[config.mk]
export PLATFORM = sky130hd
export DESIGN_NAME = refr_sched_1r1w_rl2
export DESIGN_NICKNAME = d
export VERILOG_FILES = /design/src/rtl/refr_sched_1r1w_rl2.sv
export SDC_FILE = /design/constraint.sdc
export NUM_CORES = 1
export LEC_CHECK = 0
export BUFFER_PORTS_ARGS = -buffer_cell sky130_fd_sc_hd__buf_2
export CORE_AREA = 3 3 84 86
export DETAILED_ROUTE_END_ITERATION = 10
export DIE_AREA = 0 0 87 89
export PLACE_DENSITY = 0.89
export SLEW_MARGIN = 10
export SYNTH_ARGS = -nofsm -noshare
export SYNTH_HDL_FRONTEND = slang
export SYNTH_SLANG_ARGS = --single-unit
[constraint.sdc]
create_clock -name clk -period 2.4 [get_ports clk]
set_input_delay 0.48 -clock clk [delete_from_list [all_inputs] [get_ports clk]]
set_output_delay 0.48 -clock clk [all_outputs]
set_load 0.02 [all_outputs]
[src/rtl/refr_sched_1r1w_rl2.sv]
`default_nettype none
// ============================================================================
// Module   : refr_sched_1r1w_rl2
// Purpose  : Front-end scheduler for a 1R1W refresh-capable memory core.
//            Holds off upstream traffic until the memory reports init-done.
//            Generates periodic refresh pulses, placing them in idle cycles
//            when possible. When the refresh debt reaches its bound, it forces
//            a one-cycle stall. It also flags any read return that does not
//            arrive exactly RDLAT cycles after the read command.
// Ports    : clk, rst (sync, active-low)
//            u_read/u_rd_adr/u_rd_rdy            upstream read request/accept
//            u_write/u_wr_adr/u_din/u_wr_rdy     upstream write request/accept
//            m_ready                             memory init-done
//            m_refr/m_read/m_rd_adr              registered commands to memory
//            m_write/m_wr_adr/m_din
//            m_rd_vld                            memory read-data valid
//            lat_err                             sticky read-latency violation
// Revision : 1.0  initial release
// ============================================================================
module refr_sched_1r1w_rl2 #(
    parameter int WIDTH   = 32,
    parameter int BITADDR = 13,
    parameter int REFRESH = 1,
    parameter int REFFREQ = 16,
    parameter int REFDEBT = 4,
    parameter int BITDEBT = 3,
    parameter int RDLAT   = 3
) (
    input  logic               clk,
    input  logic               rst,
    input  logic               u_read,
    input  logic [BITADDR-1:0] u_rd_adr,
    output logic               u_rd_rdy,
    input  logic               u_write,
    input  logic [BITADDR-1:0] u_wr_adr,
    input  logic [WIDTH-1:0]   u_din,
    output logic               u_wr_rdy,
    input  logic               m_ready,
    output logic               m_refr,
    output logic               m_read,
    output logic [BITADDR-1:0] m_rd_adr,
    output logic               m_write,
    output logic [BITADDR-1:0] m_wr_adr,
    output logic [WIDTH-1:0]   m_din,
    input  logic               m_rd_vld,
    output logic               lat_err
);

    localparam int                 C_TMR_W    = $clog2(REFFREQ);
    localparam logic [C_TMR_W-1:0] C_TMR_LAST = C_TMR_W'(REFFREQ - 1);
    localparam logic [BITDEBT-1:0] C_DEBT_MAX = BITDEBT'(REFDEBT);
    localparam logic               C_REFR_EN  = (REFRESH != 0);

    localparam logic [0:0] C_ST_INIT = 1'b0;
    localparam logic [0:0] C_ST_RUN  = 1'b1;

    logic [0:0]         state_q,    state_d;
    logic [C_TMR_W-1:0] timer_q,    timer_d;
    logic [BITDEBT-1:0] debt_q,     debt_d;
    logic               m_refr_q,   m_refr_d;
    logic               m_read_q,   m_read_d;
    logic [BITADDR-1:0] m_rd_adr_q, m_rd_adr_d;
    logic               m_write_q,  m_write_d;
    logic [BITADDR-1:0] m_wr_adr_q, m_wr_adr_d;
    logic [WIDTH-1:0]   m_din_q,    m_din_d;
    logic [RDLAT-1:0]   chk_q,      chk_d;
    logic               lat_err_q,  lat_err_d;

    logic w_run;
    logic w_debt_full;
    logic w_wrap;
    logic w_issue;
    logic w_acc_rd;
    logic w_acc_wr;

    assign w_run       = (state_q == C_ST_RUN);
    assign w_debt_full = C_REFR_EN && (debt_q == C_DEBT_MAX);
    assign w_wrap      = w_run && C_REFR_EN && (timer_q == C_TMR_LAST);
    // Refresh goes out on an idle cycle, or unconditionally once debt is full
    // (the ready outputs are dropped in that same cycle to make room).
    assign w_issue     = w_run && C_REFR_EN && (debt_q != '0) &&
                         ((!u_read && !u_write) || w_debt_full);
    assign w_acc_rd    = u_read  && u_rd_rdy;
    assign w_acc_wr    = u_write && u_wr_rdy;

    // ---------------- FSM: next state ----------------
    always_comb begin
        state_d = state_q;
        if (state_q == C_ST_INIT && m_ready) begin
            state_d = C_ST_RUN;
        end
    end

    // ---------------- FSM: outputs (state and debt only) ----------------
    always_comb begin
        u_rd_rdy = 1'b0;
        u_wr_rdy = 1'b0;
        if (w_run && !w_debt_full) begin
            u_rd_rdy = 1'b1;
            u_wr_rdy = 1'b1;
        end
    end

    // ---------------- refresh timer and debt ----------------
    always_comb begin
        timer_d = '0;
        debt_d  = '0;
        if (w_run && C_REFR_EN) begin
            timer_d = w_wrap ? '0 : timer_q + C_TMR_W'(1);
            debt_d  = debt_q;
            if (w_wrap && !w_issue) begin
                debt_d = debt_q + BITDEBT'(1);
            end else if (!w_wrap && w_issue) begin
                debt_d = debt_q - BITDEBT'(1);
            end
        end
    end

    // ---------------- issue stage ----------------
    always_comb begin
        m_refr_d   = w_issue;
        m_read_d   = w_acc_rd;
        m_write_d  = w_acc_wr;
        m_rd_adr_d = w_acc_rd ? u_rd_adr : m_rd_adr_q;
        m_wr_adr_d = w_acc_wr ? u_wr_adr : m_wr_adr_q;
        m_din_d    = w_acc_wr ? u_din    : m_din_q;
    end

    // ---------------- read-latency checker ----------------
    generate
        if (RDLAT == 1) begin : g_chk_one
            assign chk_d = m_read_q;
        end else begin : g_chk_deep
            assign chk_d = {chk_q[RDLAT-2:0], m_read_q};
        end
    endgenerate

    assign lat_err_d = lat_err_q | (m_rd_vld != chk_q[RDLAT-1]);

    // ---------------- state register ----------------
    always_ff @(posedge clk) begin
        if (!rst) begin
            state_q    <= C_ST_INIT;
            timer_q    <= '0;
            debt_q     <= '0;
            m_refr_q   <= 1'b0;
            m_read_q   <= 1'b0;
            m_rd_adr_q <= '0;
            m_write_q  <= 1'b0;
            m_wr_adr_q <= '0;
            m_din_q    <= '0;
            chk_q      <= '0;
            lat_err_q  <= 1'b0;
        end else begin
            state_q    <= state_d;
            timer_q    <= timer_d;
            debt_q     <= debt_d;
            m_refr_q   <= m_refr_d;
            m_read_q   <= m_read_d;
            m_rd_adr_q <= m_rd_adr_d;
            m_write_q  <= m_write_d;
            m_wr_adr_q <= m_wr_adr_d;
            m_din_q    <= m_din_d;
            chk_q      <= chk_d;
            lat_err_q  <= lat_err_d;
        end
    end

    assign m_refr   = m_refr_q;
    assign m_read   = m_read_q;
    assign m_rd_adr = m_rd_adr_q;
    assign m_write  = m_write_q;
    assign m_wr_adr = m_wr_adr_q;
    assign m_din    = m_din_q;
    assign lat_err  = lat_err_q;

endmodule
`default_nettype wire

==> impl_results.md, run 1 <==
- Filler cell count: 554
- Slew @ Worst Pin: 0.801 ns
- HP Class: in -> reg
- Drt wl/cell: 11.9 um
- Vias in the first global route: 2226
- CP arrival: 2.45 ns
- Later-pin clock latency in the skew report: 0.32 ns
- #FFs+latches synth: 73
- Die area: 7740 um2
- Post-layout nets: 494
- Multi-input logic area: 1290 um2
- Hold_ws: 0.344 ns
- Initial core utilization: 0.464
- Fraction of layout cells with a size suffix above 1: 0.333
- Pre-antenna DRT Iters: 4
- Min Tclk post-route: 2.21 ns
- Hpwl dp: 4.51 mm
- Post-route ant nets: 0
- Required @ worst endpoint: 2.65 ns
- Pre-CTS setup slack: 0.220 ns
- R2R Setup Slk: 0.19 ns
- Final-report hold violation count: 0
- Post-CTS setup buffer count: 0
- WL met1: 2.49 mm
- Startpoint class of the critical path: flip-flop
- RSZ-0062 raised after global routing: no
- # resized after CTS: 0
- Total vias in the final route: 2427
- # hold bufs at CTS: 0
- Core area: 6350 um2
- Total power: 0.00236 W
- Post-Synthesis Cells: 309
- DR vias/cell: 4.80
- Root buffer cell: clkbuf_8
- Area delta synth->final: 24.7%
- Sequential Power Share: 0.545
- Initial DRC count: 69
- H-tree depth: 3
- CTS tree: built
- Mapped Nets: 376
- Logic pwr share: 0.127
- Final wirelength: 6.03 mm
- Slew Limit Fails: 0
- Register area: 1460 um2
- Max-Cap Viols: 0
- GPL Wtd Cong: 0.736
- Commonest non-fill, non-tap cell in the layout: buf_2
- Final worst-path cycle share: 0.919
- Crit path to: debt_q[2]$_SDFFE_PN0P_
- CP endpoint kind: flip-flop
- Clock network power share: 0.328
- Pwr dens: 642 nW/um2
- Clock Pin Slew Worst Setup and Hold Paths: 0.07 ns
- Final core occ: 0.579
- Worst r2r dst: debt_q[2]$_SDFFE_PN0P_
- Die H: 89 um
- Die width: 87 um
- Synth Area per Inst: 9.54 um2
- P_leak: 1.75 nW
- Pin count of the biggest net entering global routing: 47
- Slew margin rel.: 0.466
- Mapped Area: 2950 um2
- Cts bufs inserted: 9
- CTS Sinks: 73
- Worst Skew: 0.00479 ns
- Clock Path Buffers: 2
- Initial antenna violation count: 0
- Hold_sp: m_ready
- Result of the run: finished clean
- # port buffers: 127
- Total Routing Usage GR: 0.156
- WS Path Type: reg -> reg
- Worst Path Max Fanout: 5
- Net Sw Frac: 0.249
- FF-to-FF path depth: 8
- Maximum operating frequency: 453 MHz
- I/O Pins: 128
- Sequential-to-total area share from yosys stat: 0.496
- Total gr overflow: 0
- Worst R2R Start: timer_q[0]$_SDFF_PP0_
- Synth cell types: 30
- NetSw: 0.000587 W
- Commonest non-fill, non-tap cells in the layout: buf_2, nand2_1, dfxtp_1
- First-pass GRT wire length: 9.58 mm
- Worst vdd ir: 0.333 mV
- Final setup TNS: 0 ns
- DR WL met3: 465 um
- Drc violations: 0
- YS warnings: 0
- Highest metal used: met4
- Diodes inserted: 0
- FP Rows: 29
- Cell Int Power: 0.00177 W
- CP startpoint: timer_q[0]$_SDFF_PP0_
- Setup slack after layout: 0.194 ns
- WL met2: 2.99 mm
- Final setup viols: 0
[final cells by class]
type / instances / share of cell area
Clock buffer: 12 / 0.0395
Clock inverter: 1 / 0.00136
Inverter: 2 / 0.00204
Multi-Input combinational cell: 212 / 0.352
Sequential cell: 73 / 0.398
Tap cell: 77 / 0.0262
Timing Repair Buffer: 129 / 0.181
[per-stage QoR]
| stage | instance area, um2 | instances |
|---|---|---|
| 2_1_floorplan | 2950 | 309 |
| 3_3_place_gp | 3520 | 493 |
| 3_5_place_dp | 3520 | 493 |
| 4_1_cts | 3670 | 506 |
| 5_1_grt | 3670 | 506 |
| 6_report | 3670 | 506 |
[layer usage]
metal | track usage | up-vias
li1 | - | 1228
met1 | 0.175 | 1108
met2 | 0.276 | 83
met3 | 0.0378 | 8
met4 | 0.0807 | 0
met5 | 0 | -
[registers in the layout (all words and copies together), names as in the netlist]
signal / cells
chk_q: 3
debt_q: 3
m_write: 1
lat_err: 1
m_wr_adr: 13
m_din: 32
m_read: 1
state_q: 1
m_rd_adr: 13
m_refr: 1
timer_q: 4
[how the worst min path moves through the flow]
stage / cells after the start / slack [ns] / endpoint
2_1_floorplan: 1 / 0.41 / chk_q[1]$_SDFF_PN0_
3_3_place_gp: 1 / 0.42 / chk_q[1]$_SDFF_PN0_
3_5_place_dp: 1 / 0.42 / chk_q[1]$_SDFF_PN0_
4_1_cts: 2 / 0.32 / state_q$_SDFFE_PN0P_
5_1_grt: 2 / 0.33 / state_q$_SDFFE_PN0P_
6_report: 2 / 0.34 / state_q$_SDFFE_PN0P_
[kinds of logic (layout without fill, tap and decap cells)]
logic type                 after synthesis  in the layout  synth area share
AOI/OAI and AO/OA                       10             10            0.0212
xor gates and xnor gates                 4              4            0.0119
adders and majority gates                3              3            0.0153
buffers and inverters                   24            144            0.0650
DFF                                     73             73             0.496
muxes                                   59             59             0.200
and+or+nand+nor                        136            136             0.190
[cells in the mapped netlist]
master    count  share of area
a311oi_1      1         0.0030
a31oi_1       1         0.0021
buf_12        5          0.034
and3_1        1         0.0021
nor2_1        4         0.0051
dfxtp_1      73           0.50
and2_2        1         0.0025
o21ai_0       2         0.0034
buf_4         1         0.0025
fa_1          1         0.0068
a21oi_1       3         0.0051
xnor2_1       1         0.0030
or3b_4        1         0.0038
and4_1        1         0.0030
nor2b_1       1         0.0021
nand2_1     118           0.15
buf_2         1         0.0017
or3_1         1         0.0021
o31ai_1       1         0.0025
buf_6         2         0.0076
nand3_1       1         0.0017
and3_4        1         0.0038
inv_1         2         0.0025
mux2i_1      59           0.20
and2_1        5          0.011
xor2_1        3         0.0089
o21a_1        2         0.0051
nand4b_1      1         0.0030
clkbuf_1     13          0.017
ha_1          2         0.0085
[worst max-delay path, cell delays in order, from the launching register on]
cell and delay [ns]:
dfxtp_1 0.39, ha_1 0.27, and4_1 0.22, ha_1 0.20
inv_1 0.07, fa_1 0.38, xor2_1 0.15, or3_1 0.31
a21oi_1 0.15
[power groups by stage]
stage	clock network, W	registers [W]	logic, W
5_1_grt	0.000852	0.00129	0.000332
2_1_floorplan	0	0.00137	0.000150
6_report	0.000773	0.00129	0.000301
4_1_cts	0.000807	0.00129	0.000306
3_5_place_dp	0	0.00131	0.000306
3_3_place_gp	0	0.00131	0.000299
(Power assumes the default switching activity.)
==> run 2, diff against run 1 <==
--- a/config.mk
+++ b/config.mk
@@ -5,11 +5,12 @@
 export SDC_FILE = /design/constraint.sdc
 export NUM_CORES = 1
 export LEC_CHECK = 0
+export ABC_CLOCK_PERIOD_IN_PS = 2600
 export BUFFER_PORTS_ARGS = -buffer_cell sky130_fd_sc_hd__buf_2
-export CORE_AREA = 3 3 84 86
+export CORE_AREA = 3 3 81 83
 export DETAILED_ROUTE_END_ITERATION = 10
-export DIE_AREA = 0 0 87 89
-export PLACE_DENSITY = 0.89
+export DIE_AREA = 0 0 84 86
+export PLACE_DENSITY = 0.94
 export SLEW_MARGIN = 10
 export SYNTH_ARGS = -nofsm -noshare
 export SYNTH_HDL_FRONTEND = slang
==> constraint.sdc (replaced) <==
create_clock -name clk -period 2.6 [get_ports clk]
set_input_delay 0.52 -clock clk [delete_from_list [all_inputs] [get_ports clk]]
set_output_delay 0.52 -clock clk [all_outputs]
set_load 0.02 [all_outputs]
==> impl_results.md, run 2 (synthesis results as in run 1) <==
- Result of the run: finished clean
- Pin count of the biggest net entering global routing: 56
- Final setup viols: 0
- Clock Pin Slew Worst Setup and Hold Paths: 0.08 ns
- Post-route ant nets: 0
- Diodes inserted: 0
- Maximum operating frequency: 466 MHz
- Net Sw Frac: 0.240
- Slowest stage cell, crit path: dfxtp_1
- Later-pin clock latency in the skew report: 0.33 ns
- Worst Skew: 0.00899 ns
- DR vias/cell: 4.84
- Post-CTS setup buffer count: 0
- H-tree depth: 3
- Drt wl/cell: 12.7 um
- Slew Limit Fails: 0
- Final worst-path cycle share: 0.826
- Sequential Power Share: 0.482
- Slew margin rel.: 0.440
- WS Path Type: reg -> reg
- Final wirelength: 6.47 mm
- CTS Sinks: 73
- Cell Int Power: 0.00187 W
- Root buffer cell: clkbuf_8
- Area delta synth->final: 27.8%
- Slowest cell delay on critical path: 0.38 ns
- Die H: 86 um
- # resized after CTS: 0
- Die width: 84 um
- Most used cell, CP: ha_1
- NetSw: 0.000591 W
- Total vias in the final route: 2465
- CP startpoint: timer_q[0]$_SDFF_PP0_
- # hold bufs at CTS: 0
- Total power: 0.00246 W
- Initial antenna violation count: 0
- Worst vdd ir: 0.375 mV
- Fraction of layout cells with a size suffix above 1: 0.346
- Core area: 5920 um2
- Clock Path Buffers: 2
- # port buffers: 127
- Pwr dens: 654 nW/um2
- I/O Pins: 128
- Cts bufs inserted: 9
- Total gr overflow: 0
- CP arrival: 2.41 ns
- R2R Setup Slk: 0.45 ns
- Final setup TNS: 0 ns
- Slew @ Worst Pin: 0.840 ns
- Required @ worst endpoint: 2.87 ns
- GPL Wtd Cong: 0.787
- Final-report hold violation count: 0
- Min Tclk post-route: 2.15 ns
- Filler cell count: 491
- Crit path to: debt_q[2]$_SDFFE_PN0P_
- Die area: 7220 um2
- Post-layout nets: 496
- Logic pwr share: 0.115
- Critical Path, Cell by Cell: ha_1 -> and4_1 -> ha_1 -> inv_1 -> fa_1 -> xor2_1 -> or3_1 -> a21oi_1
- Worst R2R Start: timer_q[0]$_SDFF_PP0_
- Largest register FFs: 32
- Vias in the first global route: 2464
- Initial core utilization: 0.498
- Hpwl dp: 4.86 mm
- RSZ-0062 raised after global routing: no
- Initial DRC count: 88
- P_leak: 1.79 nW
- Hold_ws: 0.396 ns
- CTS tree: built
- Commonest non-fill, non-tap cells in the layout: buf_2, nand2_1, dfxtp_1
- Max-Cap Viols: 0
- Placed Area: 3540 um2
- Startpoint class of the critical path: flip-flop
- Total Routing Usage GR: 0.186
- First-pass GRT wire length: 10.8 mm
- Commonest non-fill, non-tap cell in the layout: buf_2
- CP endpoint kind: flip-flop
- Worst r2r dst: debt_q[2]$_SDFFE_PN0P_
- Drc violations: 0
- Clock network power share: 0.403
- FF-to-FF path depth: 8
- Worst Path Max Fanout: 5
- FP Rows: 28
- Final instance area: 3770 um2
- HP Class: in -> reg
- Pre-antenna DRT Iters: 4
run 2: final cells by class:
class / instances / area, um2 / area share
clock buffer: 11 / 151 / 0.0402
clock inverter: 5 / 77.6 / 0.0206
inverter: 2 / 7.51 / 0.00199
multi-input combinational: 212 / 1290 / 0.344
sequential: 73 / 1460 / 0.388
tap: 75 / 93.8 / 0.0249
timing repair buffer: 131 / 681 / 0.181
run 2: worst min path at each step:
stage,startpoint,endpoint,slack (ns),cells after the start
global route,m_ready,state_q$_SDFFE_PN0P_,0.39,2
floorplan,chk_q[0]$_SDFF_PN0_,chk_q[1]$_SDFF_PN0_,0.41,1
global placement,chk_q[0]$_SDFF_PN0_,chk_q[1]$_SDFF_PN0_,0.42,1
CTS,m_ready,state_q$_SDFFE_PN0P_,0.38,2
detailed placement,chk_q[1]$_SDFF_PN0_,chk_q[2]$_SDFF_PN0_,0.43,1
finish,m_ready,state_q$_SDFFE_PN0P_,0.40,2
run 2: layer usage:
layer / GRT usage / vias to the layer above / routed length (um) / share of wire
li1: - / 1239 / - / -
met1: 0.206 / 1117 / 2640 / 0.41
met2: 0.327 / 97 / 3200 / 0.49
met3: 0.0576 / 12 / 516 / 0.080
met4: 0.0848 / 0 / 110 / 0.017
met5: 0 / - / 0 / 0
run 2: critical path: cells and delay by family, from the launching register on:
family	cells	cell delay [ns]
fa+ha+maj	3	0.82
simple gates	2	0.52
flops	1	0.38
xor+xnor	1	0.16
compound gates	1	0.13
buf+inv	1	0.06
run 2: metrics by stage:
step / cells / setup WS (ns) / util
floorplan: 309 / 0.615 / -
CTS: 509 / 0.455 / 0.636
finish: 509 / 0.453 / 0.636
global placement: 493 / 0.572 / 0.597
detailed placement: 493 / 0.487 / 0.597
global route: 509 / 0.306 / 0.636
run 2: power by group through the flow:
stage,sequential (W),clock [W],combinational (W)
after global routing,0.00119,0.00106,0.000310
after CTS,0.00119,0.00102,0.000286
after global placement,0.00121,0,0.000278
after floorplan,0.00126,0,0.000138
final,0.00119,0.000993,0.000282
after detailed placement,0.00121,0,0.000285
